==> src/rtl/fewcore_pkg.sv <==
`default_nettype none
// ============================================================================
// Module      : fewcore_pkg
// Description : Shared opcode constants, instruction field positions and the
//               decode/issue state encoding used by fetch, decode and execute.
// Revision    : 1.0 - initial release
// ============================================================================
package fewcore_pkg;

    // Opcodes that do not write rd; every other opcode writes rd.
    localparam logic [3:0] OP_NOP    = 4'h0;
    localparam logic [3:0] OP_STORE  = 4'hA;
    localparam logic [3:0] OP_BRANCH = 4'hB;
    localparam logic [3:0] OP_HALT   = 4'hF;

    // Instruction field bit positions.
    localparam int OP_MSB  = 31;
    localparam int OP_LSB  = 28;
    localparam int RD_MSB  = 27;
    localparam int RD_LSB  = 24;
    localparam int RS1_MSB = 23;
    localparam int RS1_LSB = 20;
    localparam int RS2_MSB = 19;
    localparam int RS2_LSB = 16;
    localparam int IMM_MSB = 15;
    localparam int IMM_LSB = 0;

    typedef enum logic [1:0] {
        ST_EMPTY  = 2'd0,
        ST_HOLD   = 2'd1,
        ST_HALTED = 2'd2
    } di_state_t;

    function automatic logic op_writes_rd(input logic [3:0] op);
        return !((op == OP_NOP) || (op == OP_STORE) ||
                 (op == OP_BRANCH) || (op == OP_HALT));
    endfunction

endpackage
`default_nettype wire

==> src/rtl/reg_scoreboard.sv <==
`default_nettype none
// ============================================================================
// Module      : reg_scoreboard
// Description : Pending-write scoreboard for the architectural registers.
//               Lookups see the current writeback already retired (the
//               register file writes on negedge, ahead of the posedge read).
//               A same-cycle set and clear on one register keeps it pending,
//               since the set belongs to the newer producer.
// Ports       : clk, rst_n          clock / synchronous active-low reset
//               i_set, i_set_rd     mark a register pending (issue)
//               i_clr, i_clr_rd     retire a register (writeback)
//               i_rs1/i_rs2/i_rd    lookup addresses
//               o_busy_*            bypassed pending status of each lookup
//               o_wb_err            sticky: writeback to a non-pending reg
// Revision    : 1.0 - initial release
// ============================================================================
module reg_scoreboard #(
    parameter int AMOUNT     = 16,
    parameter int ADDRESSLEN = 4
) (
    input  logic                  clk,
    input  logic                  rst_n,
    input  logic                  i_set,
    input  logic [ADDRESSLEN-1:0] i_set_rd,
    input  logic                  i_clr,
    input  logic [ADDRESSLEN-1:0] i_clr_rd,
    input  logic [ADDRESSLEN-1:0] i_rs1,
    input  logic [ADDRESSLEN-1:0] i_rs2,
    input  logic [ADDRESSLEN-1:0] i_rd,
    output logic                  o_busy_rs1,
    output logic                  o_busy_rs2,
    output logic                  o_busy_rd,
    output logic                  o_wb_err
);

    logic [AMOUNT-1:0] r_pending;
    logic [AMOUNT-1:0] w_set;
    logic [AMOUNT-1:0] w_clr;
    logic [AMOUNT-1:0] w_pend_byp;
    logic [AMOUNT-1:0] w_pending_nxt;
    logic              r_wb_err;

    genvar gi;
    generate
        for (gi = 0; gi < AMOUNT; gi++) begin : g_reg
            assign w_set[gi]         = i_set && (i_set_rd == ADDRESSLEN'(gi));
            assign w_clr[gi]         = i_clr && (i_clr_rd == ADDRESSLEN'(gi));
            assign w_pend_byp[gi]    = r_pending[gi] && !w_clr[gi];
            assign w_pending_nxt[gi] = w_set[gi] || w_pend_byp[gi];
        end
    endgenerate

    assign o_busy_rs1 = w_pend_byp[i_rs1];
    assign o_busy_rs2 = w_pend_byp[i_rs2];
    assign o_busy_rd  = w_pend_byp[i_rd];
    assign o_wb_err   = r_wb_err;

    always_ff @(posedge clk) begin
        if (!rst_n) begin
            r_pending <= '0;
            r_wb_err  <= 1'b0;
        end else begin
            r_pending <= w_pending_nxt;
            if (i_clr && !r_pending[i_clr_rd]) begin
                r_wb_err <= 1'b1;
            end
        end
    end

endmodule
`default_nettype wire

==> src/rtl/decode_issue.sv <==
`default_nettype none
// ============================================================================
// Module      : decode_issue
// Description : Decode/issue stage in front of the 16x32 register file. Holds
//               one instruction, drives the regfile read addresses, stalls on
//               RAW/WAW hazards and offers op/rd/imm to execute (valid/ready).
// Ports       : clk, rst_n                   clock / sync active-low reset
//               instrIn/instrValid/instrReady fetch handshake
//               RAddress1/RAddress2           regfile read addresses
//               issueValid/issueReady         execute handshake
//               issueOpcode/Rd/Imm/Writes     decoded fields of held instr
//               wbValid/wbRd                  writeback retiring a register
//               flush                         drop the held instruction
//               halted, wbErr, stallCycles    status
// Revision    : 1.0 - initial release
// ============================================================================
module decode_issue
    import fewcore_pkg::*;
#(
    parameter int XLEN       = 32,
    parameter int AMOUNT     = 16,
    parameter int ADDRESSLEN = 4,
    parameter int STALLW     = 16
) (
    input  logic                  clk,
    input  logic                  rst_n,
    input  logic [XLEN-1:0]       instrIn,
    input  logic                  instrValid,
    output logic                  instrReady,
    output logic [ADDRESSLEN-1:0] RAddress1,
    output logic [ADDRESSLEN-1:0] RAddress2,
    output logic                  issueValid,
    input  logic                  issueReady,
    output logic [3:0]            issueOpcode,
    output logic [ADDRESSLEN-1:0] issueRd,
    output logic [XLEN-1:0]       issueImm,
    output logic                  issueWrites,
    input  logic                  wbValid,
    input  logic [ADDRESSLEN-1:0] wbRd,
    input  logic                  flush,
    output logic                  halted,
    output logic                  wbErr,
    output logic [STALLW-1:0]     stallCycles
);

    di_state_t         r_state;
    di_state_t         w_state_nxt;
    logic [XLEN-1:0]   r_instr;
    logic [STALLW-1:0] r_stall;
    logic              w_load;
    logic              w_fire;
    logic              w_set;
    logic              w_hazard;
    logic              w_is_halt;
    logic              w_busy_rs1;
    logic              w_busy_rs2;
    logic              w_busy_rd;

    // Decode of the held instruction.
    assign issueOpcode = r_instr[OP_MSB:OP_LSB];
    assign issueRd     = r_instr[RD_MSB:RD_LSB];
    assign RAddress1   = r_instr[RS1_MSB:RS1_LSB];
    assign RAddress2   = r_instr[RS2_MSB:RS2_LSB];
    assign issueImm    = {{(XLEN-16){r_instr[IMM_MSB]}}, r_instr[IMM_MSB:IMM_LSB]};
    assign issueWrites = op_writes_rd(issueOpcode);
    assign w_is_halt   = (issueOpcode == OP_HALT);

    assign w_hazard   = w_busy_rs1 || w_busy_rs2 || (w_busy_rd && issueWrites);
    assign issueValid = (r_state == ST_HOLD) && !w_hazard;
    assign w_fire     = issueValid && issueReady;
    // A flushed instruction never reaches the scoreboard.
    assign w_set      = w_fire && issueWrites && !flush;

    // A firing HALT takes no successor: the stage freezes behind it.
    assign instrReady = (r_state == ST_EMPTY) ||
                        ((r_state == ST_HOLD) && w_fire && !w_is_halt);
    assign halted      = (r_state == ST_HALTED);
    assign stallCycles = r_stall;

    reg_scoreboard #(
        .AMOUNT     (AMOUNT),
        .ADDRESSLEN (ADDRESSLEN)
    ) u_sb (
        .clk        (clk),
        .rst_n      (rst_n),
        .i_set      (w_set),
        .i_set_rd   (issueRd),
        .i_clr      (wbValid),
        .i_clr_rd   (wbRd),
        .i_rs1      (RAddress1),
        .i_rs2      (RAddress2),
        .i_rd       (issueRd),
        .o_busy_rs1 (w_busy_rs1),
        .o_busy_rs2 (w_busy_rs2),
        .o_busy_rd  (w_busy_rd),
        .o_wb_err   (wbErr)
    );

    always_comb begin
        w_state_nxt = r_state;
        w_load      = 1'b0;
        case (r_state)
            ST_EMPTY: begin
                if (instrValid) begin
                    w_state_nxt = ST_HOLD;
                    w_load      = 1'b1;
                end
            end
            ST_HOLD: begin
                if (w_fire) begin
                    if (w_is_halt) begin
                        w_state_nxt = ST_HALTED;
                    end else if (instrValid) begin
                        w_load = 1'b1;
                    end else begin
                        w_state_nxt = ST_EMPTY;
                    end
                end
            end
            default: begin
                w_state_nxt = ST_HALTED;
            end
        endcase
        // Flush overrides any issue or load this cycle; HALTED only leaves on reset.
        if (flush && (r_state != ST_HALTED)) begin
            w_state_nxt = ST_EMPTY;
            w_load      = 1'b0;
        end
    end

    always_ff @(posedge clk) begin
        if (!rst_n) begin
            r_state <= ST_EMPTY;
            r_instr <= '0;
            r_stall <= '0;
        end else begin
            r_state <= w_state_nxt;
            if (w_load) begin
                r_instr <= instrIn;
            end
            if ((r_state == ST_HOLD) && w_hazard && (r_stall != {STALLW{1'b1}})) begin
                r_stall <= r_stall + 1'b1;
            end
        end
    end

endmodule
`default_nettype wire

==> config.mk <==
export PLATFORM = sky130hd
export DESIGN_NAME = decode_issue
export DESIGN_NICKNAME = d
export VERILOG_FILES = /design/src/rtl/fewcore_pkg.sv /design/src/rtl/reg_scoreboard.sv /design/src/rtl/decode_issue.sv
export SDC_FILE = /design/constraint.sdc
export NUM_CORES = 1
export LEC_CHECK = 0
export CAP_MARGIN = 30
export CORE_MARGIN = 2
export CORE_UTILIZATION = 43
export CTS_CLUSTER_DIAMETER = 40
export DETAILED_ROUTE_END_ITERATION = 10
export PLACE_DENSITY = 0.77
export SYNTH_ARGS = -nofsm -noshare
export SYNTH_HDL_FRONTEND = slang
export SYNTH_HIERARCHICAL = 1
export SYNTH_SLANG_ARGS = --single-unit
export TNS_END_PERCENT = 1
==> constraint.sdc <==
create_clock -name clk -period 3.3 [get_ports clk]
set_clock_uncertainty 0.15 [all_clocks]
set_input_delay 0.66 -clock clk [delete_from_list [all_inputs] [get_ports clk]]
set_output_delay 0.66 -clock clk [all_outputs]
set_load 0.005 [all_outputs]
==> flow_summary.json <==
{
  "period_minus_slack_ps": 3310,
  "layout-drive-gt1-share_pct": 20.2,
  "gr-total-overflow": 0,
  "worstSetupEndpointType": "output port",
  "worstSetupPathType": "in2out",
  "drt-pass1-iter-count": 4,
  "fin_ws_ps": -9.37,
  "powerDensity_mw_per_mm2": 346,
  "cts_buffers": 9,
  "ys_warn_count": 6,
  "violations": "setup timing",
  "core_sq_mm": 0.00859,
  "cts_buffer_depth": 2,
  "htree_levels": 3,
  "ys_ff_latch": 67,
  "ff2ff_setup_slack_ps": 440,
  "final_antenna_net_count": 0,
  "finalSetupTns_ps": -9.37,
  "cap_violations": 0,
  "grt_max_degree": 31,
  "worstReg2RegEnd": "stallCycles[13]",
  "viasPerCell": 5.62,
  "crit_start": "wbRd[1]",
  "synthFlopType": "dfxtp_1",
  "arrival_ps": 2500,
  "p_leak_nw": 2.15,
  "cts_tree": "built",
  "initial_utilization_pct": 43.5,
  "diodes": 0,
  "synthTopCellsByArea": "dfxtp_1 (36%), mux2i_1 (11%), nor2_1 (4.6%)",
  "io_pins": 111,
  "clock_latency_ps": 350,
  "path_max_fanout": 5,
  "synth_area_sq_mm": 0.00374,
  "vias": 3780,
  "period_share_pct": 100,
  "clk_pin_slew_ps": 70,
  "postLayoutCoreUtil_pct": 63.8,
  "synth.avg_cell_area_sq_um": 8.94,
  "root_buffer": "clkbuf_8",
  "worstSetupEndpoint": "issueValid",
  "synth.top_cell.area_share_pct": 35.9,
  "die_area_sq_mm": 0.00945,
  "synth_edf_count": 0,
  "nets": 603,
  "synth_top_area_cell": "dfxtp_1",
  "syn_to_final_growth_pct": 46.7,
  "hold_violations": 0,
  "required_ps": 2490,
  "grt_pass1_vias": 3639,
  "cts_hold_buf": 0,
  "ys_seq_area_share_pct": 35.9,
  "reg2regPathDepth": 11,
  "place.gp.congestion": 0.981,
  "route.detailed.drc": 0,
  "grtUsageTotal_pct": 22.7,
  "synth_cells": 418,
  "worstSetupStartpointType": "input port",
  "peakVddDrop_mv": 0.296,
  "synth_cell_types": 68,
  "maxSlewViolCount": 0,
  "holdPathStages": 2,
  "grt_pass1_wl_um": 17600,
  "max-slew-margin-rel_pct": 56.4,
  "synth_nets": 461,
  "place.port_buffers": 110,
  "async_flop_share_pct": 0,
  "antenna_found_initial": 0,
  "die_w_um": 97.2,
  "drt-total-wl_um": 10900,
  "dp_hpwl_um": 7860,
  "wl_per_cell_um": 16.2,
  "dpl_worst_slack_ps": -997,
  "setup_violations": 1,
  "clock_sinks": 67,
  "drtIter0Drc": 210,
  "clock.fmax_ghz": 0.302,
  "status": "finished, violations left",
  "die_h_um": 97.2,
  "hold_class": "reg2reg",
  "tightest_slew_ps": 645,
  "rows": 34,
  "reg2reg_from": "r_instr[17]",
  "rsz0062_at_grt": "yes"
}
-- cells by family after synthesis --
kind of cell | after synthesis | synth area share (%)
muxes | 46 | 14.4
DFF | 67 | 35.9
and+or+nand+nor | 160 | 23.2
adders and majority gates | 1 | 0.335
AOI/OAI and AO/OA | 99 | 19.4
buffers and inverters | 45 | 6.76
-- cells in the mapped netlist (5+ instances only) --
| master | count |
|---|---|
| dfxtp_1 | 67 |
| nor2_1 | 46 |
| mux2i_1 | 41 |
| nand2_1 | 31 |
| buf_4 | 16 |
| o21ai_0 | 16 |
| a21boi_0 | 15 |
| a21oi_1 | 15 |
| clkbuf_1 | 11 |
| nand3_1 | 9 |
| nand4_1 | 8 |
| inv_1 | 7 |
| nand2b_1 | 7 |
| and3_1 | 6 |
| buf_2 | 6 |
| nor4_1 | 6 |
| o311ai_0 | 6 |
| nor2b_1 | 5 |
| o31ai_1 | 5 |
-- worst max-delay path, cell delays in order --
cell and delay [ps]:
clkdlybuf4s15_2 230, or2b_4 160, o21ai_0 70, buf_4 160, nor3b_2 150, o31a_1 330, o22ai_2 190, o211ai_2 130
buf_6 140, and3_4 170, buf_6 110
-- metrics by stage --
| step | cells | area [sq um] | hold WS [ps] | total power, W |
|---|---|---|---|---|
| 3_3_place_gp | 649 | 5160 | 289 | 0.00120 |
| 5_1_grt | 673 | 5480 | 328 | 0.00198 |
| 3_5_place_dp | 649 | 5160 | 293 | 0.00121 |
| 4_1_cts | 673 | 5450 | 304 | 0.00191 |
| 6_report | 673 | 5480 | 298 | 0.00190 |
| 2_1_floorplan | 418 | 3740 | 292 | 0.00103 |
-- layout make-up --
class                   instances  area, sq um
multi-input cells             306         2220
clock inverters                 6         65.1
clock buffers                  10          128
inverters                       8         30.0
flip-flops and latches         67         1340
repair buffers                168         1570
fillers                       736         3110
well taps                     108          135
-- worst min path at each step --
stage	from	slack, ps	endpoint
floorplan	u_sb/o_wb_err	290	u_sb/o_wb_err
global placement	u_sb/o_wb_err	290	u_sb/o_wb_err
detailed placement	u_sb/o_wb_err	290	u_sb/o_wb_err
CTS	u_sb/o_wb_err	300	u_sb/o_wb_err
global route	u_sb/o_wb_err	330	u_sb/o_wb_err
finish	u_sb/o_wb_err	300	u_sb/o_wb_err
-- placed cells by master, fill, tap and decap left out, drive strengths merged, types with 6 or more instances in the layout --
master and instances:
clkdlybuf4s50 103, dfxtp 67, buf 64, nor2 46, mux2i 41, nand2 31, o21ai 22, a21oi 16
a21boi 15, clkbuf 10, nand3 9, nand4 9, inv 9, nand2b 7, nor4 6, and3 6
or4 6, o311ai 6
-- repair_timing --
action | CTS | global route
buffers inserted | 8 | 0
gates resized for setup | 53 | 10
pin swaps | 14 | 5
cloned | 0 | 0
setup endpoints to repair | 66 | 41
-- sequential cells by signal (all words and copies together), names as in the netlist --
signal,count
r_instr,32
stallCycles,16
u_sb/r_pending,16
r_state,2
u_sb/o_wb_err,1
-- metal layers --
layer	part of all wire, %	vias up	routed length (um)	track usage (%)
li1	-	1830	-	-
met1	40	1794	4350	27.4
met2	50	135	5380	38.4
met3	7.9	21	859	6.47
met4	2.5	0	275	8.23
met5	0	-	0	0
-- where the power goes --
group | switching [W] | internal [W] | total (W)
Combinational | 0.000141 | 0.000207 | 0.000348
Clock | 0.000335 | 0.000350 | 0.000686
Sequential | 0.0000318 | 0.000831 | 0.000863
No activity file was read; power rests on OpenSTA's default activity.
